### src/rtl/ins_loader_pkg.sv
// ins_loader_pkg: loader state encodings, memory depth and text base address
package ins_loader_pkg;
  localparam logic [31:0] TEXT_BASE = 32'h0000_3000;
  localparam int INS_MEM_DEPTH = 1024;
  typedef enum logic [2:0] {LDR_IDLE, LDR_RECV, LDR_WRITE, LDR_CHK, LDR_DONE} ldr_state_t;
endpackage

### src/rtl/ins_loader_if.sv
// ins_loader_if: byte stream in, instruction memory write port and status out
interface ins_loader_if #(parameter int LEN_W = 11);
    logic             start;
    logic [LEN_W-1:0] load_len;
    logic             byte_valid;
    logic [7:0]       byte_data;
    logic             byte_ready;
    logic             we;
    logic [31:0]      waddr;
    logic [31:0]      wdata;
    logic             busy;
    logic             done;
    logic             err;
    modport master(output start, load_len, byte_valid, byte_data,
                   input byte_ready, we, waddr, wdata, busy, done, err);
    modport slave(input start, load_len, byte_valid, byte_data,
                  output byte_ready, we, waddr, wdata, busy, done, err);
endinterface

### src/rtl/ins_word_packer.sv
// ins_word_packer: shifts bytes big-endian into a 32-bit word, flags the 4th byte
module ins_word_packer (
    input  logic        clk,
    input  logic        rst,
    input  logic        clear,
    input  logic        shift,
    input  logic [7:0]  byte_in,
    output logic        word_full,
    output logic [31:0] word
);
    logic [1:0] cnt;

    assign word_full = shift && cnt == 2'd3;

    // byte counter wraps after the 4th byte, so no explicit reset between words
    always_ff @(posedge clk or posedge rst) begin
        if (rst) begin
            cnt  <= '0;
            word <= '0;
        end else if (clear) begin
            cnt  <= '0;
            word <= '0;
        end else if (shift) begin
            cnt  <= cnt + 2'd1;
            word <= {word[23:0], byte_in};
        end
    end
endmodule

### src/rtl/ins_loader.sv
// ins_loader: packs a byte stream into words and writes them to instruction memory; INS_LOADER_CHECKSUM_EN adds a trailing XOR checksum byte
module ins_loader
    import ins_loader_pkg::*;
#(
    parameter int          DEPTH     = INS_MEM_DEPTH,
    parameter logic [31:0] BASE_ADDR = TEXT_BASE,
    parameter int          LEN_W     = 11
) (
    input logic         clk,
    input logic         rst,
    ins_loader_if.slave bus
);
`ifdef INS_LOADER_CHECKSUM_EN
    localparam ldr_state_t AFTER_LAST = LDR_CHK;
    logic [7:0] csum;
`else
    localparam ldr_state_t AFTER_LAST = LDR_DONE;
`endif

    ldr_state_t       state, next;
    logic [LEN_W-1:0] len, word_idx;
    logic             done_q, err_q;
    logic             xfer, accept, zero_len, bad_len, last, word_full;
    logic [31:0]      word;

    assign xfer     = bus.byte_valid && bus.byte_ready;
    assign accept   = bus.start && (state == LDR_IDLE || state == LDR_DONE);
    assign zero_len = bus.load_len == '0;
    assign bad_len  = bus.load_len > LEN_W'(DEPTH);
    assign last     = word_idx + LEN_W'(1) == len;

    assign bus.busy  = state == LDR_RECV || state == LDR_WRITE;
    assign bus.done  = done_q;
    assign bus.err   = err_q;
    assign bus.wdata = word;
    assign bus.waddr = BASE_ADDR + (32'(word_idx) << 2);

    ins_word_packer u_packer (
        .clk      (clk),
        .rst      (rst),
        .clear    (accept),
        .shift    (xfer && state == LDR_RECV),
        .byte_in  (bus.byte_data),
        .word_full(word_full),
        .word     (word)
    );

    // state register
    always_ff @(posedge clk or posedge rst) begin
        if (rst) state <= LDR_IDLE;
        else     state <= next;
    end

    // next state and handshake/strobe outputs
    always_comb begin
        next           = state;
        bus.byte_ready = 1'b0;
        bus.we         = 1'b0;
        case (state)
            LDR_IDLE, LDR_DONE: if (bus.start) next = (zero_len || bad_len) ? LDR_DONE : LDR_RECV;
            LDR_RECV: begin
                bus.byte_ready = 1'b1;
                if (word_full) next = LDR_WRITE;
            end
            LDR_WRITE: begin
                bus.we = 1'b1;
                next   = last ? AFTER_LAST : LDR_RECV;
            end
`ifdef INS_LOADER_CHECKSUM_EN
            LDR_CHK: begin
                bus.byte_ready = 1'b1;
                if (bus.byte_valid) next = LDR_DONE;
            end
`endif
            default: next = LDR_IDLE;
        endcase
    end

    // length latch, word index and sticky done/err flags
    always_ff @(posedge clk or posedge rst) begin
        if (rst) begin
            len      <= '0;
            word_idx <= '0;
            done_q   <= 1'b0;
            err_q    <= 1'b0;
        end else if (accept) begin
            len      <= bus.load_len;
            word_idx <= '0;
            done_q   <= zero_len || bad_len;
            err_q    <= bad_len;
        end else if (state == LDR_WRITE && !last) begin
            word_idx <= word_idx + LEN_W'(1);
`ifdef INS_LOADER_CHECKSUM_EN
        end else if (state == LDR_CHK && bus.byte_valid) begin
            done_q <= 1'b1;
            err_q  <= bus.byte_data != csum;
`else
        end else if (state == LDR_WRITE) begin
            done_q <= 1'b1;
`endif
        end
    end

`ifdef INS_LOADER_CHECKSUM_EN
    // running XOR of every payload byte accepted in RECV
    always_ff @(posedge clk or posedge rst) begin
        if (rst)                           csum <= '0;
        else if (accept)                   csum <= '0;
        else if (xfer && state == LDR_RECV) csum <= csum ^ bus.byte_data;
    end
`endif
endmodule

### src/flat_wrapper.sv
// flat-port wrapper written by rule: the top's interface ports become plain ports
module ins_loader_flat import ins_loader_pkg::*;
#(
    parameter int          DEPTH     = INS_MEM_DEPTH,
    parameter logic [31:0] BASE_ADDR = TEXT_BASE,
    parameter int          LEN_W     = 11
)
  (clk, rst, bus_start, bus_load_len, bus_byte_valid, bus_byte_data, bus_byte_ready, bus_we, bus_waddr, bus_wdata, bus_busy, bus_done, bus_err);
  ins_loader_if #(.LEN_W(LEN_W)) bus_i ();
  input logic clk;
  input logic rst;
  input wire logic [$bits(bus_i.start)-1:0] bus_start;
  input wire logic [$bits(bus_i.load_len)-1:0] bus_load_len;
  input wire logic [$bits(bus_i.byte_valid)-1:0] bus_byte_valid;
  input wire logic [$bits(bus_i.byte_data)-1:0] bus_byte_data;
  output wire logic [$bits(bus_i.byte_ready)-1:0] bus_byte_ready;
  output wire logic [$bits(bus_i.we)-1:0] bus_we;
  output wire logic [$bits(bus_i.waddr)-1:0] bus_waddr;
  output wire logic [$bits(bus_i.wdata)-1:0] bus_wdata;
  output wire logic [$bits(bus_i.busy)-1:0] bus_busy;
  output wire logic [$bits(bus_i.done)-1:0] bus_done;
  output wire logic [$bits(bus_i.err)-1:0] bus_err;
  assign bus_i.start = bus_start;
  assign bus_i.load_len = bus_load_len;
  assign bus_i.byte_valid = bus_byte_valid;
  assign bus_i.byte_data = bus_byte_data;
  assign bus_byte_ready = bus_i.byte_ready;
  assign bus_we = bus_i.we;
  assign bus_waddr = bus_i.waddr;
  assign bus_wdata = bus_i.wdata;
  assign bus_busy = bus_i.busy;
  assign bus_done = bus_i.done;
  assign bus_err = bus_i.err;
  ins_loader #(.DEPTH(DEPTH), .BASE_ADDR(BASE_ADDR), .LEN_W(LEN_W)) u_core (.clk(clk), .rst(rst), .bus(bus_i));
endmodule
### config.mk
export PLATFORM = sky130hd
export DESIGN_NAME = ins_loader_flat
export DESIGN_NICKNAME = d
export VERILOG_FILES = /design/src/rtl/ins_loader_pkg.sv /design/src/rtl/ins_loader_if.sv /design/src/rtl/ins_word_packer.sv /design/src/rtl/ins_loader.sv /design/src/flat_wrapper.sv
export SDC_FILE = /design/constraint.sdc
export NUM_CORES = 1
export LEC_CHECK = 0
export CORE_MARGIN = 4
export CORE_UTILIZATION = 47
export DETAILED_ROUTE_END_ITERATION = 8
export GPL_TIMING_DRIVEN = 1
export PLACE_DENSITY = 0.8
export SLEW_MARGIN = 20
export SYNTH_ARGS = -nofsm -noshare
export SYNTH_HDL_FRONTEND = slang
export SYNTH_SLANG_ARGS = --single-unit
### constraint.sdc
create_clock -name clk -period 7.2 [get_ports clk]
set_input_delay 1.44 -clock clk [delete_from_list [all_inputs] [get_ports clk]]
set_output_delay 1.44 -clock clk [all_outputs]
set_load 0.01 [all_outputs]
After elaboration in Yosys (flattened, before gate mapping):

Cells that the tools add are included.
W data, S select, Z words.

* word-level logic and storage cells: 52
* input port bits: 23
* output and inout port bits: 69
* bits in registers: 61

* muxes and demuxes: 16
* reduce and logical (&&, ||, !) cells: 17
* eq/ne operators: 8
* add/subtract/negate cells: 3
* order comparisons: 1

Operators with widths (number)
* $mux W32: 2
* $mux W11: 2
* $add A14 B13 Y15 const A: 1
* $mux W3: 4
* $add A11 B1 Y11 const B: 1
* $eq A11 B11 Y1: 1
* $gt A11 B11 Y1 const B: 1
* $logic_not A11 Y1: 1
* $pmux W3 S3: 1
* $reduce_bool A2 Y1: 3
* $logic_and A1 B1 Y1: 5
* $mux W1: 5
* $mux W2: 2
* $ne A2 B2 Y1 const B: 2
* $reduce_and A2 Y1: 2
* $eq A3 B1 Y1 const B: 1
* $eq A3 B2 Y1 const B: 1
* $eq A3 B3 Y1 const B: 1
* $logic_not A3 Y1: 1
* $logic_or A1 B1 Y1: 3
* $add A2 B1 Y2 const B: 1
* $eq A2 B2 Y1 const B: 1
* $ne A2 B1 Y1 const B: 1
* $reduce_or A2 Y1: 1
* $logic_not A1 Y1: 1

Logic depth before layout (Yosys ltp):

* depth after elaboration: 7
* gate-level depth with buffers: 9

Cells and area by module:

Synthesis repeated with hierarchy kept, for this count alone.

* cells, all modules: 321
* area, all modules: 3219.3 um2

Modules (own cells, without submodules)
* ins_loader: cells each 208, seq. area each 675.6 um2, area an instance 1788.0 um2, times used 1
* ins_word_packer: cells each 113, seq. area each 850.8 um2, area an instance 1431.4 um2, times used 1

Least setup slack after synthesis:

Ideal clock, no wire load.

* path type: register to output
* start: register u_core.state[2]
* end: output port bus_busy
* data arrival time: 1.207 ns
* setup slack: 4.553 ns
* cell stages (with the launch flop): 4
* data required time: 5.760 ns
* cells stage by stage: dfrtp_1 -> nor3b_1 -> nor2_1 -> inv_1

* longest elaborated chain between the ends: 2
* elaborated cells between the ends (all ways): 3
* those cells by class: eq/ne: 2; reduce/logical: 1

RTL lines
* start, declared: line ins_loader.sv:20 `ldr_state_t state, next;`
* start signal, assigned: line ins_loader.sv:51 `else state <= next;`
* $eq A3 B1 Y1 or $eq A3 B2 Y1 (tied branches): line ins_loader.sv:32 `assign bus.busy = state == LDR_RECV || state == LDR_WRITE;`
* $logic_or A1 B1 Y1 (*): line ins_loader.sv:32
* end, declared: line flat_wrapper.sv:20 `output wire logic [$bits(bus_i.busy)-1:0] bus_busy;`

Every way passes the cells marked *; elsewhere a longest branch is shown, timed or not.

Final worst setup path:

Ends and elaborated chain as after synthesis.

==> run summary <==
The flow ran to the end, and the final reports show no timing, DRC or antenna violations. The final setup slack of the worst path was 3.68 ns; the maximum single-stage delay on the critical path was 0.57 ns. The tools report the via count of the first global-routing pass as 2,291.

The starting utilization of the core area was 0.484; the final setup violation count was 0. The tools report the final RePlAce weighted congestion as 0.844. The netlist area before placement was 0.00306 mm2; the count of clock tree sinks was 61.

The slowest stage of the critical path is the nor3b_1 cell. The number of hold violations in the final report is 0, and the sum of negative setup slack is 0 ns. The area share of the leading cell type in the synthesized netlist works out to 0.500. The detailed-route via count was 2,478. The tools report the first-pass GRT wire length as 10.9 mm. The run gives 92 as the top-level port count.

The number of slew-limit violations in the final report was 0; the power per unit of standard cell area was 219 mW/mm2. Dividing the detail-routed via count by the number of cells gives 5.19. Type of the worst min-delay path: reg2reg. Top achievable clock speed: 0.284 GHz. The die covers 0.00786 mm2. The sequential power share came out at 0.465. The power consumption came out at 0.000863 W. The clock tree buffer depth is 2. TritonCTS created 9 clock buffers. After clock tree synthesis, the repair step resized 0 gates. The buffer type at the clock tree root is clkbuf_8. For the count of fill cells added during filler insertion, the log shows 513.

In this run the standard cell core region covers 0.00631 mm2. For the number of optimization iterations in the first detailed-route pass, the log shows 4. The logs give 0.181 for the total routing resource utilization after global routing and 0 for the max-capacitance violation count.

Once detail routing completed, the nets flagged for antenna violations numbered 0. In this run the static leakage power is 1.72 nW. The power share of the combinational group was 0.186. The top fanout value on the critical path is 6. The area growth from synthesis to layout is 29.2%. Once the clock tree was built, the setup fixing pass inserted 0 buffers. Summed over all layers, the global routing overflow is 0.

The signal on the critical path passes through nor3b_1 -> nor2_1 -> inv_1 -> clkdlybuf4s50_1. The y dimension of the die was 88.6 um; the DRC violations left was 0. The floorplan step set the die width to 88.6 um.

Net total in the final layout: 420. Critical path capture point type: an output pin. The tools report the share of synthesized area occupied by flip-flops and latches as 0.500.

For the worst path required time, the log shows 5.76 ns. The share of power burned in the clock network came out at 0.348. Setup repair after global routing left no endpoint under its margin. The period utilization is 0.489. The HPWL after detailed placement is 4.79 mm. The violation count after the first detailed-routing iteration is 110. The worst setup path is launched from a register. In this run the power spent charging and discharging nets is 0.000250 W. The sum of buffers and inverters on the critical path was 2. On the final layout, the worst clock skew is 0.00529 ns. In this run the core area contains 29 standard-cell rows. The worst vdd rail ir drop was 0.152 mV. Prior to clock tree synthesis, the placed netlist has a worst setup slack of 3.73 ns.

Counting I/O delays and the setup requirement, the final critical path takes 3.52 ns. STA puts the critical path data arrival time at 2.08 ns. Clock latency on the worst-skew pair, taken at its later pin, is 0.33 ns. Buffers placed on the I/O ports in this run total 72. The number of H-tree levels is 3, and the cell internal power dissipation is 0.000613 W. Count of state elements after synthesis: 61.

At the pin with the least slew margin, the transition time is 0.996 ns. The tools report the number of standard cells after synthesis as 327. The share of cells above drive strength 1 was 0.0900. The clock slew seen by the registers of the worst setup and hold paths works out to 0.07 ns.

A synthesized cell averages 9.34 um2. The number of antenna cells inserted is 0. For the pin count of the biggest net entering global routing, the log shows 62. The worst setup path is of the reg2out kind. For the total of warnings raised by yosys, the log shows 0. TritonCTS built the clock tree. By area the synthesized netlist is led by dfrtp_1 (50%), nand2_1 (9.7%), buf_4 (4.9%), o21ai_0 (4.8%), mux2_2 (4.1%). On the critical path the largest part of the delay comes from simple AND/OR/NAND/NOR gates. For the hold buffer count at CTS, the log shows 0. Relative slew slack: 0.333. Hold is met by 0.492 ns.

After detailed routing, the average wire length per cell comes to 14.2 um. The aggregate routed wire length came out at 6.77 mm. The largest area contributor in the synthesized netlist was dfrtp_1. The number of antenna violations at the first check in global routing was 0; the proportion of total power due to net switching was 0.290. The netlist uses 42 different library cells.
placed cells by master, fill, tap and decap left out, types with 4 or more instances in the layout:
| cell | netlist | layout |
|---|---|---|
| a221o_1 | 4 | 4 |
| nand3_1 | 17 | 17 |
| o21ai_0 | 29 | 29 |
| nor3_1 | 9 | 9 |
| nand2_1 | 79 | 78 |
| and3_1 | 4 | 4 |
| xor2_1 | 6 | 6 |
| xnor2_1 | 12 | 12 |
| mux2_2 | 11 | 11 |
| clkbuf_8 | 0 | 9 |
| clkdlybuf4s50_1 | 0 | 72 |
| a21oi_1 | 6 | 6 |
| conb_1 | 1 | 19 |
| inv_1 | 6 | 5 |
| nor2_1 | 13 | 13 |
| dfrtp_1 | 61 | 61 |
| nand2b_1 | 4 | 4 |
synth_stat cells (all sizes together):
| cell type | number |
|---|---|
| a31oi | 1 |
| buf | 25 |
| nand4 | 1 |
| a211o | 1 |
| o31ai | 1 |
| xnor2 | 12 |
| a21oi | 6 |
| dfrtp | 61 |
| and3 | 4 |
| mux2 | 11 |
| a22oi | 2 |
| inv | 6 |
| nor4 | 3 |
| a211oi | 1 |
| nand3 | 17 |
| or2b | 1 |
| o211ai | 1 |
| and2 | 3 |
| nand2b | 4 |
| nor2b | 1 |
| a21o | 3 |
| nor2 | 13 |
| o21ai | 30 |
| clkbuf | 10 |
| xor2 | 6 |
| nand4b | 1 |
| nor3b | 2 |
| a22o | 1 |
| ha | 2 |
| a221o | 4 |
| a32oi | 1 |
| o2bb2ai | 1 |
| conb | 1 |
| nand2 | 79 |
| mux2i | 2 |
| nor3 | 9 |
area by class of cell:
class                           count  area, um2  area share
Timing Repair Buffer               74        736       0.186
Inverter                            6       22.5     0.00570
Clock buffer                        9        124      0.0314
Tap cell                           77       96.3      0.0244
Multi-Input combinational cell    243       1370       0.346
Clock inverter                      7       76.3      0.0193
Sequential cell                    61       1530       0.387
tightest hold or removal path, cell delays in order (launching register included):
cell and delay [ns]:
dfrtp_1 0.35, nand2_1 0.05, o21ai_0 0.06
layer usage:
layer | global-route usage | vias up | share of wire
met2 | 0.270 | 77 | 0.47
met4 | 0.0755 | 0 | 0.016
met1 | 0.248 | 1189 | 0.45
met3 | 0.0540 | 10 | 0.066
li1 | - | 1202 | -
met5 | 0 | - | 0
kinds of logic (layout without fill, tap and decap cells):
group | count (synthesis) | count (layout) | synth area share
AO/OA/AOI/OAI | 53 | 53 | 0.109
XOR/XNOR | 18 | 18 | 0.0516
adder cells (fa/ha/maj) | 2 | 2 | 0.00819
buffers and inverters | 41 | 96 | 0.0786
flip-flops | 61 | 61 | 0.500
multiplexers | 13 | 13 | 0.0471
other | 1 | 19 | 0.00123
AND/OR/NAND/NOR | 138 | 138 | 0.205
through the flow:
step,instances,util,instance area [um2]
floorplan,345,-,3120
global placement,461,0.592,3740
detailed placement,461,0.592,3740
CTS,477,0.624,3940
global route,477,0.625,3950
finish,477,0.625,3950
worst paths after layout:
path | end | slack [ns] | depth (start not counted) | from
max | bus_busy | 3.68 | 4 | u_core.state[2]
min | u_core.bus.err | 0.49 | 2 | u_core.bus.err
max reg2reg | u_core.word_idx[3] | 4.19 | 8 | u_core.word_idx[0]
min reg2reg | u_core.bus.err | 0.49 | 2 | u_core.bus.err
max in group asynchronous | u_core.u_packer.word[27] | 5.08 | 3 | rst
min in group asynchronous | u_core.word_idx[1] | 1.64 | 3 | rst
state kept, by name (all words and copies together) (netlist names):
signal,count
u_core.u_packer.cnt,2
u_core.bus.done,1
u_core.u_packer.word,32
u_core.bus.err,1
u_core.word_idx,11
u_core.state,3
u_core.len,11
power groups by stage:
stage                     clock network (W)  logic (W)  registers, W
after floorplan                           0   0.000107      0.000407
after global placement                    0   0.000157      0.000405
after detailed placement                  0   0.000161      0.000408
after CTS                          0.000304   0.000162      0.000402
after global routing               0.000319   0.000177      0.000405
final                              0.000301   0.000161      0.000402
Note: power is estimated with default switching activity, not from simulation.
